### config.mk
export PLATFORM = sky130hd
export DESIGN_NAME = wb_arbiter2
export DESIGN_NICKNAME = d
export VERILOG_FILES = /design/src/rtl/wb_arbiter_pkg.sv /design/src/rtl/wb_bus_watchdog.sv /design/src/rtl/wb_arbiter2.sv
export SDC_FILE = /design/constraint.sdc
export NUM_CORES = 1
export LEC_CHECK = 0
export ABC_AREA = 1
export CORE_AREA = 2 2 127 129
export DETAILED_ROUTE_END_ITERATION = 7
export DIE_AREA = 0 0 129 131
export PLACE_DENSITY_LB_ADDON = 0.1
export SLEW_MARGIN = 20
export SYNTH_ARGS = -nofsm -noshare
export SYNTH_HDL_FRONTEND = slang
export SYNTH_SLANG_ARGS = --single-unit
### constraint.sdc
create_clock -name clk_i -period 4.6 [get_ports clk_i]
set_input_delay 0.69 -clock clk_i [delete_from_list [all_inputs] [get_ports clk_i]]
set_output_delay 0.69 -clock clk_i [all_outputs]
set_load 0.05 [all_outputs]
### src/rtl/wb_arbiter_pkg.sv
// Shared types for the two-master Wishbone arbiter and its bus watchdog.
package wb_arbiter_pkg;

  typedef enum logic [1:0] {
    IDLE   = 2'd0,
    GRANT0 = 2'd1,
    GRANT1 = 2'd2
  } arb_state_e;

  typedef struct packed {
    logic        cyc;
    logic        stb;
    logic        we;
    logic [31:0] adr;
    logic [3:0]  sel;
    logic [31:0] dat;
  } wb_req_t;

  localparam wb_req_t WB_REQ_IDLE = '0;

  // Counter must reach TIMEOUT_CYCLES without wrapping; keep at least one bit.
  function automatic int unsigned wd_cnt_width(input int unsigned timeout);
    int unsigned w;
    w = $clog2(timeout + 1);
    return (w == 0) ? 1 : w;
  endfunction

endpackage

### src/rtl/wb_bus_watchdog.sv
// Wishbone bus watchdog: raises a one-cycle ERR when a strobed access has gone
// unanswered for TIMEOUT_CYCLES cycles. TIMEOUT_CYCLES = 0 disables it.
module wb_bus_watchdog
  import wb_arbiter_pkg::*;
#(
  parameter int unsigned TIMEOUT_CYCLES = 255
) (
  input  logic clk_i,
  input  logic rst_i,
  input  logic cyc_i,
  input  logic stb_i,
  input  logic ack_i,
  input  logic err_i,
  input  logic rty_i,
  output logic wd_err_o
);

  localparam int unsigned   CW      = wd_cnt_width(TIMEOUT_CYCLES);
  localparam logic [CW-1:0] LIMIT   = CW'(TIMEOUT_CYCLES);
  localparam logic          ENABLED = (TIMEOUT_CYCLES != 0);

  logic [CW-1:0] cnt_q, cnt_d;
  logic          waiting;

  always_comb begin
    waiting  = cyc_i & stb_i & ~(ack_i | err_i | rty_i);
    wd_err_o = ENABLED & waiting & (cnt_q == LIMIT);
    cnt_d    = '0;
    // Clearing on wd_err keeps the counter from ever exceeding LIMIT.
    if (ENABLED && waiting && !wd_err_o) begin
      cnt_d = cnt_q + 1'b1;
    end
  end

  always_ff @(posedge clk_i or posedge rst_i) begin
    if (rst_i) begin
      cnt_q <= '0;
    end else begin
      cnt_q <= cnt_d;
    end
  end

endmodule

### src/rtl/wb_arbiter2.sv
// Two-master Wishbone B4 classic arbiter: CYC-locked round-robin tenures,
// combinational request mux / response routing, and a bus watchdog.
module wb_arbiter2
  import wb_arbiter_pkg::*;
#(
  parameter int unsigned TIMEOUT_CYCLES = 255
) (
  input  logic        clk_i,
  input  logic        rst_i,
  input  logic        m0_cyc_i,
  input  logic        m0_stb_i,
  input  logic        m0_we_i,
  input  logic [31:0] m0_adr_i,
  input  logic [31:0] m0_dat_i,
  input  logic [3:0]  m0_sel_i,
  output logic [31:0] m0_dat_o,
  output logic        m0_ack_o,
  output logic        m0_err_o,
  output logic        m0_rty_o,
  input  logic        m1_cyc_i,
  input  logic        m1_stb_i,
  input  logic        m1_we_i,
  input  logic [31:0] m1_adr_i,
  input  logic [31:0] m1_dat_i,
  input  logic [3:0]  m1_sel_i,
  output logic [31:0] m1_dat_o,
  output logic        m1_ack_o,
  output logic        m1_err_o,
  output logic        m1_rty_o,
  output logic        s_cyc_o,
  output logic        s_stb_o,
  output logic        s_we_o,
  output logic [31:0] s_adr_o,
  output logic [31:0] s_dat_o,
  output logic [3:0]  s_sel_o,
  input  logic [31:0] s_dat_i,
  input  logic        s_ack_i,
  input  logic        s_err_i,
  input  logic        s_rty_i,
  output logic [1:0]  grant_o,
  output logic        timeout_o
);

  arb_state_e state_q, state_d;
  logic       last_owner_q, last_owner_d;
  wb_req_t    req0, req1, s_req;
  logic       own0, own1;
  logic       wd_err;

  assign req0 = '{cyc: m0_cyc_i, stb: m0_stb_i, we: m0_we_i,
                  adr: m0_adr_i, sel: m0_sel_i, dat: m0_dat_i};
  assign req1 = '{cyc: m1_cyc_i, stb: m1_stb_i, we: m1_we_i,
                  adr: m1_adr_i, sel: m1_sel_i, dat: m1_dat_i};

  always_ff @(posedge clk_i or posedge rst_i) begin
    if (rst_i) begin
      state_q      <= IDLE;
      last_owner_q <= 1'b1;
    end else begin
      state_q      <= state_d;
      last_owner_q <= last_owner_d;
    end
  end

  // On contention the master that did not own the previous tenure wins.
  always_comb begin
    state_d      = state_q;
    last_owner_d = last_owner_q;
    case (state_q)
      IDLE: begin
        if (m0_cyc_i && (!m1_cyc_i || last_owner_q)) begin
          state_d      = GRANT0;
          last_owner_d = 1'b0;
        end else if (m1_cyc_i) begin
          state_d      = GRANT1;
          last_owner_d = 1'b1;
        end
      end
      GRANT0:  if (!m0_cyc_i) state_d = IDLE;
      GRANT1:  if (!m1_cyc_i) state_d = IDLE;
      default: state_d = IDLE;
    endcase
  end

  always_comb begin
    s_req   = WB_REQ_IDLE;
    grant_o = 2'b00;
    case (state_q)
      GRANT0: begin
        s_req   = req0;
        grant_o = 2'b01;
      end
      GRANT1: begin
        s_req   = req1;
        grant_o = 2'b10;
      end
      default: ;
    endcase
  end

  assign s_cyc_o = s_req.cyc;
  assign s_stb_o = s_req.stb;
  assign s_we_o  = s_req.we;
  assign s_adr_o = s_req.adr;
  assign s_sel_o = s_req.sel;
  assign s_dat_o = s_req.dat;

  wb_bus_watchdog #(
    .TIMEOUT_CYCLES(TIMEOUT_CYCLES)
  ) u_watchdog (
    .clk_i    (clk_i),
    .rst_i    (rst_i),
    .cyc_i    (s_cyc_o),
    .stb_i    (s_stb_o),
    .ack_i    (s_ack_i),
    .err_i    (s_err_i),
    .rty_i    (s_rty_i),
    .wd_err_o (wd_err)
  );

  // Responses reach only the current owner; anything seen while IDLE is dropped.
  assign own0      = (state_q == GRANT0);
  assign own1      = (state_q == GRANT1);
  assign m0_dat_o  = s_dat_i;
  assign m1_dat_o  = s_dat_i;
  assign m0_ack_o  = own0 & s_ack_i;
  assign m0_err_o  = own0 & (s_err_i | wd_err);
  assign m0_rty_o  = own0 & s_rty_i;
  assign m1_ack_o  = own1 & s_ack_i;
  assign m1_err_o  = own1 & (s_err_i | wd_err);
  assign m1_rty_o  = own1 & s_rty_i;
  assign timeout_o = wd_err;

endmodule

# --- Yosys cells after proc, flatten, opt, wreduce, memory -nomap -nowiden ---
# Cells that the tools add are included.
totals:
  regBits: 11
  out_inout_bits: 144
  wordCells: 42
classes:
  addsub: 1
  eq_ne: 6
  mux: 10
  bitwise_logic: 13
  reduce_logical: 9
op_table:
  columns: ["op", "count"]
  rows:
  - ["one-hot mux 71 bit (2 select lines)", 1]
  - ["bitwise AND 1 bit", 9]
  - ["adder 8 x 1 -> 8 bit (second input constant)", 1]
  - ["== test 8 bit (second input constant)", 1]
  - ["2-to-1 mux 2 bit", 4]
  - ["2-to-1 mux 8 bit", 1]
  - ["one-hot mux 2 bit (3 select lines)", 1]
  - ["inequality test 2 bit (second input constant)", 2]
  - ["one-hot mux 2 bit (2 select lines)", 1]
  - ["inequality test 3 bit (second input constant)", 1]
  - ["OR 1 bit", 3]
  - ["AND reduction 3 bit", 1]
  - ["== test 2 x 1 -> 1 bit (second input constant)", 1]
  - ["== test 2 bit (second input constant)", 1]
  - ["logical AND 1 bit", 2]
  - ["logical NOT 1 bit", 2]
  - ["logical NOT 2 bit", 1]
  - ["2-to-1 mux 1 bit", 2]
  - ["AND reduction 2 bit", 1]
  - ["nonzero test 2 bit", 1]
  - ["logical OR 1 bit", 1]
  - ["NOT 1 bit", 1]

# --- Longest topological paths before layout ---
# Gate-level depths: netlist of the first run.
logic_depth:
  depth_word: 8
  ltp_mapped: 8
  depth_no_buf: 8

# --- By module ---
# From an unflattened synthesis of the first run, not the netlist that was laid out.
unflattened:
  hier_cells: 403
  area_unflattened_um2: 2280.9
modules_own_cells:
  columns: ["module", "n_inst", "cells_per_inst", "area_per_inst_um2", "seq_area_each_um2"]
  rows:
  - ["wb_arbiter2", 1, 342, 1824.2, 76.3]
  - ["wb_bus_watchdog", 1, 61, 456.7, 200.2]

# --- Worst setup path after synthesis of the first run ---
# OpenSTA, ideal clock, no wires.
synth_path:
  path_kind: "register to output"
  from: "register state_q[0]"
  to: "output m0_err_o"
  arrival_ns: 2.203
  path_slack_ns: 1.707
  stages_incl_launch_ff: 8
  n_path_buf: 1
  path_cell_list: "dfrtp_1 inv_1 ha_1 buf_4 nand2_1 a21oi_4 nand3_2 a21oi_1"
synth_between:
  elab_chain_cells: 7
  elab_cells_between_ends: 8
  classes_between: "2 x eq/ne; 1 x mux; 5 x bitwise"
synth_rtl:
  columns: ["element", "line_no", "rtl"]
  rows:
  - ["start: declaration", "wb_arbiter2.sv:44", "arb_state_e state_q, state_d;"]
  - ["start signal: assignment", "wb_arbiter2.sv:60", "state_q <= state_d;"]
  - ["== test 2 bit or == test 2 x 1 -> 1 bit (tied branches)", "wb_arbiter2.sv:88", "case (state_q)"]
  - ["one-hot mux 71 bit (2 select lines) (*)", "wb_arbiter2.sv:88", null]
  - ["net s_stb_o", "wb_arbiter2.sv:31", "output logic s_stb_o,"]
  - ["bitwise AND 1 bit (*) (2 in a row)", "wb_bus_watchdog.sv:26", "waiting = cyc_i & stb_i & ~(ack_i | err_i | rty_i);"]
  - ["bitwise AND 1 bit (*)", "wb_bus_watchdog.sv:27", "wd_err_o = ENABLED & waiting & (cnt_q == LIMIT);"]
  - ["OR 1 bit (*)", "wb_arbiter2.sv:127", "assign m0_err_o = own0 & (s_err_i | wd_err);"]
  - ["bitwise AND 1 bit (*)", "wb_arbiter2.sv:127", null]
  - ["end: declaration", "wb_arbiter2.sv:18", "output logic m0_err_o,"]
# Mark *: on every way through the listed nets, which the timed path passes. The rest lies on a longest branch.

# --- Final worst setup path of the first run ---
layout_path:
  from: "register state_q[0]"
  to: "output s_adr_o[16]"
layout_between:
  elab_chain_cells: 2
  elab_cells_between_ends: 3
  classes_between: "2 x eq/ne; 1 x mux"
layout_rtl:
  columns: ["element", "line_no", "rtl"]
  rows:
  - ["== test 2 bit or == test 2 x 1 -> 1 bit (tied branches)", "wb_arbiter2.sv:88", null]
  - ["one-hot mux 71 bit (2 select lines) (*)", "wb_arbiter2.sv:88", null]
  - ["end: declaration", "wb_arbiter2.sv:33", "output logic [31:0] s_adr_o,"]
# Every way passes the cells marked *; elsewhere a longest branch is shown, timed or not.

==> run_results.csv, run 1 <==
group,metric,value,unit
sta,slew_viol_final,0,
finish,drive_above_1_share,0.03333,
setup_path,worst_r2r_path_depth,6,
place,io_buffers,226,
pwr,p_leak,1.525,nW
pwr,powerDensity,582.5,nW/um2
global_routing,grt_pass1_vias,2654,
sta,rsz0062_at_grt,"false",
min_path,hold_depth,1,
clock_network,numCtsBuffers,3,
min_path,min_to,"u_watchdog.cnt_q[0]$_DFF_PP0_",
synthesis,ys_top_cells_by_count,"nand2_1 (161), a21oi_1 (71), buf_4 (66)",
clock_network,cts_hold_buf,0,
synthesis,syn_inst,392,
sta,fin_ws,0.8989,ns
synthesis,yosysWarningCount,0,
drt,antenna_left,0,
synthesis,ys_types,24,
synthesis,synth_edf_count,0,
finish,design_area,4259,um2
clock_network,path_clk_slew,0.04,ns
die,io_pins,323,
drt,route.detailed.drc,0,
finish,fin_util,0.2731,
drt,drtPass1Iterations,4,
die,die-area,16900,um2
synthesis,yosysTopAreaCellShare,0.2751,
sta,slew_headroom,0.3417,
sta,min_period,3.701,ns
pwr,ir_worst_vdd,0.0003160,V
drt,routedWlPerCell,15.77,um
die,coreArea,15600,um2
drt,dr.first_iter.drc_count,118,
synthesis,async_flop_share,1.000,
synthesis,yosysTopAreaCell,"nand2_1",
clock_network,cts.htree.levels,1,
outcome,outcome,"complete, no violations",
global_routing,grt_pass1_wl,16090,um
clock_network,clkLatencyLatePin,0.24,ns
place,dp_cells,752,
drt,vias,2852,
clock_network,cts.repair.resized,0,
sta,setup_viol,0,
setup_path,r2r-end,"u_watchdog.cnt_q[7]$_DFF_PP0_",
setup_path,arrival,3.01,ns
setup_path,reg2reg_setup_slack,2.56,ns
die,die_x,129,um
sta,skew,0.0006883,ns
sta,setup_tns,0,ns
global_routing,antenna_found_initial,0,
clock_network,cts_tree,"done",
place,gp_congestion,0.7470,
die,start_util,0.1409,
sta,holdWs,0.4650,ns
setup_path,crit_required,3.91,ns
clock_network,post_cts_buffers,0,
finish,area_growth_syn_to_layout,93.85,%
pwr,finalPower,2.481,mW
global_routing,grt_usage,0.1238,
finish,nNetsFinal,726,
drt,vias_per_cell,3.772,
setup_path,cp-end-kind,"output pin",
clock_network,ctsRootBufferMaster,"clkbuf_16",
sta,hold_viol,0,
finish,n_fill_cell,1732,
min_path,hold_path.startpoint,"u_watchdog.cnt_q[0]$_DFF_PP0_",
synthesis,ys_seq_area_frac,0.1259,
synthesis,ys_top_cells_by_area,"nand2_1 (28%), buf_4 (23%), a21oi_1 (16%)",
sta,clock.fmax,0.2702,GHz
setup_path,crit_path_max_fanout,49,
finish,stdcell_count,756,
place,pre_cts_ws,1.124,ns
global_routing,globalRouteOverflowTotal,0,
clock_network,ctsLongestPathBuffers,2,
synthesis,yosysMostFrequentCell,"nand2_1",
synthesis,syn_area,2197,um2
min_path,worstHoldPathType,"reg2reg",
die,fp-row-count,46,
die,die_h,131,um
sta,period_share,0.8046,
setup_path,path_class,"reg2out",
place,placedInstanceArea,4180,um2
clock_network,cts_sinks,11,
place,dp_hpwl,9495,um
synthesis,synth.avg_cell_area,5.605,um2
sta,tightestPinTransition,0.9875,ns
synthesis,synth-seq-cells,11,
synthesis,synth_ff_type,"dfrtp_1",
run,maxCapViolations,0,
global_routing,grt_max_degree,50,
drt,totalWireLength,11920,um
setup_path,start_kind,"flip-flop",
synthesis,synth_nets,577,
finish,n_antenna_cell,0,
setup_path,worstReg2RegStart,"state_q[0]$_DFFE_PP0P_",
[worst max-delay path, cell delays in order (launching register included)]
cell,delay (ns)
dfrtp_1,0.39
inv_1,0.10
ha_1,0.31
inv_2,0.69
buf_4,0.41
a21oi_1,0.07
clkdlybuf4s50_1,0.73
[flip-flops by register name, indices dropped and copies added (netlist names)]
register,flops
state_q,2
u_watchdog.cnt_q,8
last_owner_q,1
[final cells by class]
class / instances / area (um2) / share of cell area
clock buffers: 4 / 78.83 / 0.01851
well taps: 216 / 270.3 / 0.06345
multi-input cells: 272 / 1251 / 0.2938
repair buffers: 231 / 2300 / 0.5400
flip-flops and latches: 11 / 276.5 / 0.06492
inverters: 22 / 82.58 / 0.01939
[where the power goes]
group | switching (mW) | internal (mW)
Clock | 0.0419 | 0.116
Sequential | 0.0111 | 0.113
Combinational | 1.54 | 0.661
[layer usage]
metal	global-route usage	part of all wire	routed length (um)
met1	0.1471	0.37	4429
met2	0.2160	0.50	5995
met3	0.05212	0.12	1394
met4	0.01343	0.0086	103
met5	0	0	0
[placed cells by master (no fill, tap or decap), types with 3 or more instances in the layout]
| master | netlist | routed |
|---|---|---|
| ha_1 | 6 | 4 |
| nand2_1 | 161 | 161 |
| nand3_1 | 4 | 4 |
| buf_4 | 66 | 5 |
| a21oi_1 | 71 | 71 |
| xor2_1 | 3 | 3 |
| inv_1 | 21 | 21 |
| clkbuf_16 | 0 | 3 |
| clkdlybuf4s50_1 | 0 | 226 |
| nor2_1 | 14 | 14 |
| dfrtp_1 | 10 | 10 |
[kinds of logic (layout without fill, tap and decap cells)]
group | count (synthesis) | after routing | synth area share
compound gates | 77 | 77 | 0.1902
xor+xnor | 4 | 4 | 0.01595
fa+ha+maj | 6 | 6 | 0.03417
buf+inv | 109 | 257 | 0.3070
flops | 11 | 11 | 0.1259
simple gates | 185 | 185 | 0.3269
[how the worst max path moves through the flow]
stage | to | cells after the start | slack (ns) | from
floorplan | m0_err_o | 7 | 1.71 | state_q[0]$_DFFE_PP0P_
global placement | m0_err_o | 8 | 1.16 | m1_cyc_i
detailed placement | m1_err_o | 8 | 1.12 | m1_cyc_i
CTS | s_adr_o[16] | 6 | 0.86 | state_q[0]$_DFFE_PP0P_
global route | s_adr_o[16] | 6 | 0.71 | state_q[0]$_DFFE_PP0P_
finish | s_adr_o[16] | 6 | 0.90 | state_q[0]$_DFFE_PP0P_
(Power assumes the default switching activity.)
==> run 2, diff against run 1 <==
--- a/config.mk
+++ b/config.mk
@@ -6,9 +6,9 @@
 export NUM_CORES = 1
 export LEC_CHECK = 0
 export ABC_AREA = 1
-export CORE_AREA = 2 2 127 129
+export CORE_AREA = 2 2 126 128
 export DETAILED_ROUTE_END_ITERATION = 7
-export DIE_AREA = 0 0 129 131
+export DIE_AREA = 0 0 128 130
 export PLACE_DENSITY_LB_ADDON = 0.1
 export SLEW_MARGIN = 20
 export SYNTH_ARGS = -nofsm -noshare
==> constraint.sdc (replaced) <==
create_clock -name clk_i -period 3 [get_ports clk_i]
set_input_delay 0.45 -clock clk_i [delete_from_list [all_inputs] [get_ports clk_i]]
set_output_delay 0.45 -clock clk_i [all_outputs]
set_load 0.05 [all_outputs]
==> run_results.csv, run 2 (synthesis gave the netlist of run 1 again) <==
group,metric,value,unit
outcome,outcome,"complete, no violations",
place,gp_congestion,0.7489,
pwr,powerDensity,915.8,nW/um2
sta,skew,0.002326,ns
drt,vias,2898,
finish,mostFrequentLayoutCell,"nand2_1",
place,io_buffers,226,
global_routing,antenna_found_initial,0,
global_routing,grt_pass1_vias,2673,
sta,rsz0062_at_grt,"false",
drt,highest_layer,"met4",
sta,fin_ws,0.4714,ns
clock_network,cts.repair.resized,0,
finish,final_cell_mix,"nand2_1 (161), clkdlybuf4s50_1 (152), buf_4 (76)",
finish,area_growth_syn_to_layout,87.59,%
die,io_pins,323,
sta,period_share,0.8429,
setup_path,cp-end-kind,"output pin",
pwr,pwr-share-clk,0.065,
sta,setup_tns,0,ns
pwr,pwr-share-comb,0.885,
setup_path,start_kind,"flip-flop",
drt,dr_wl_met2,6251,um
finish,reg.largest.list,"u_watchdog.cnt_q (8), state_q (2), last_owner_q (1)",
sta,min_period,2.529,ns
drt,drtPass1Iterations,4,
die,die-area,16640,um2
drt,met3_wirelength,849,um
die,die_h,130,um
drt,wl_met1,4515,um
run,maxCapViolations,0,
pwr,ir_worst_vdd,0.0004095,V
clock_network,cts_hold_buf,0,
sta,clock.fmax,0.3955,GHz
min_path,worstHoldPathType,"reg2reg",
place,dp_hpwl,9381,um
drt,vias_per_cell,3.948,
drt,route.detailed.drc,0,
pwr,intPower,1.324,mW
die,fp-row-count,46,
clock_network,ctsRootBufferMaster,"clkbuf_16",
clock_network,cts_sinks,11,
pwr,switchingPower,2.451,mW
drt,antenna_left,0,
finish,regMostFlops,"u_watchdog.cnt_q",
clock_network,path_clk_slew,0.04,ns
drt,totalWireLength,11690,um
sta,hold_viol,0,
pwr,seqPwrFrac,0.050,
pwr,p_leak,1.694,nW
sta,setup_viol,0,
die,coreArea,15420,um2
pwr,finalPower,3.774,mW
setup_path,arrival,2.08,ns
setup_path,crit_required,2.55,ns
clock_network,cts_tree,"done",
global_routing,grt_pass1_wl,16280,um
setup_path,path_class,"reg2out",
clock_network,cts.htree.levels,1,
clock_network,ctsLongestPathBuffers,2,
finish,drive_above_1_share,0.1734,
clock_network,clkLatencyLatePin,0.24,ns
sta,slew_viol_final,0,
global_routing,grt_max_degree,71,
finish,largest_register_ffs,8,
global_routing,globalRouteOverflowTotal,0,
place,pre_cts_ws,0.5741,ns
finish,n_antenna_cell,0,
drt,dr.first_iter.drc_count,129,
global_routing,grt_usage,0.1243,
die,die_x,128,um
clock_network,numCtsBuffers,3,
sta,tightestPinTransition,0.5194,ns
sta,slew_headroom,0.6526,
die,start_util,0.1424,
setup_path,crit_path_max_fanout,8,
pwr,swShare,0.6493,
finish,nNetsFinal,728,
clock_network,post_cts_buffers,0,
drt,routedWlPerCell,15.93,um
run 2: worst paths after layout:
path,startpoint,endpoint,slack (ns),cells past startpoint
max,state_q[0]$_DFFE_PP0P_,m0_err_o,0.47,9
min,u_watchdog.cnt_q[0]$_DFF_PP0_,u_watchdog.cnt_q[0]$_DFF_PP0_,0.46,1
max reg2reg,state_q[0]$_DFFE_PP0P_,u_watchdog.cnt_q[5]$_DFF_PP0_,1.35,8
min reg2reg,u_watchdog.cnt_q[0]$_DFF_PP0_,u_watchdog.cnt_q[0]$_DFF_PP0_,0.46,1
max in group asynchronous,rst_i,last_owner_q$_DFFE_PP1P_,2.15,2
min in group asynchronous,rst_i,u_watchdog.cnt_q[3]$_DFF_PP0_,0.52,2
run 2: power by group through the flow:
stage | Clock, mW | Sequential [mW] | Combinational (mW)
after floorplan | 0 | 0.188 | 2.44
after global placement | 0 | 0.192 | 3.41
after detailed placement | 0 | 0.192 | 3.39
after CTS | 0.254 | 0.190 | 3.41
after global routing | 0.263 | 0.191 | 3.56
final | 0.246 | 0.189 | 3.34
run 2: cell type report:
class,count,area (um2)
Fill cell,1714,11300
Timing Repair Buffer,233,2192
Multi-Input combinational cell,272,1251
Sequential cell,11,276.5
Tap cell,192,240.2
Inverter,22,82.58
Clock buffer,4,78.83
run 2: routing by layer:
metal  global-route usage  up-vias
met5                    0        -
met4              0.01875        0
met3              0.02460        6
met2               0.2296      152
met1               0.1525     1279
li1                     -     1461
run 2: through the flow:
step	hold WS (ns)	cells	instance area, um2	utilization
2_1_floorplan	0.3017	392	2197	-
3_3_place_gp	0.4466	730	4043	0.2621
3_5_place_dp	0.4586	730	4043	0.2621
4_1_cts	0.4640	734	4121	0.2672
5_1_grt	0.5006	734	4121	0.2672
6_report	0.4619	734	4121	0.2672
run 2: critical path: stages, from the launching register on:
cell	delay, ns
dfrtp_1	0.40
inv_1	0.12
ha_2	0.31
nand2_1	0.07
nand2_1	0.09
inv_1	0.10
nor2_2	0.21
nand3_2	0.12
a21oi_1	0.25
buf_12	0.18
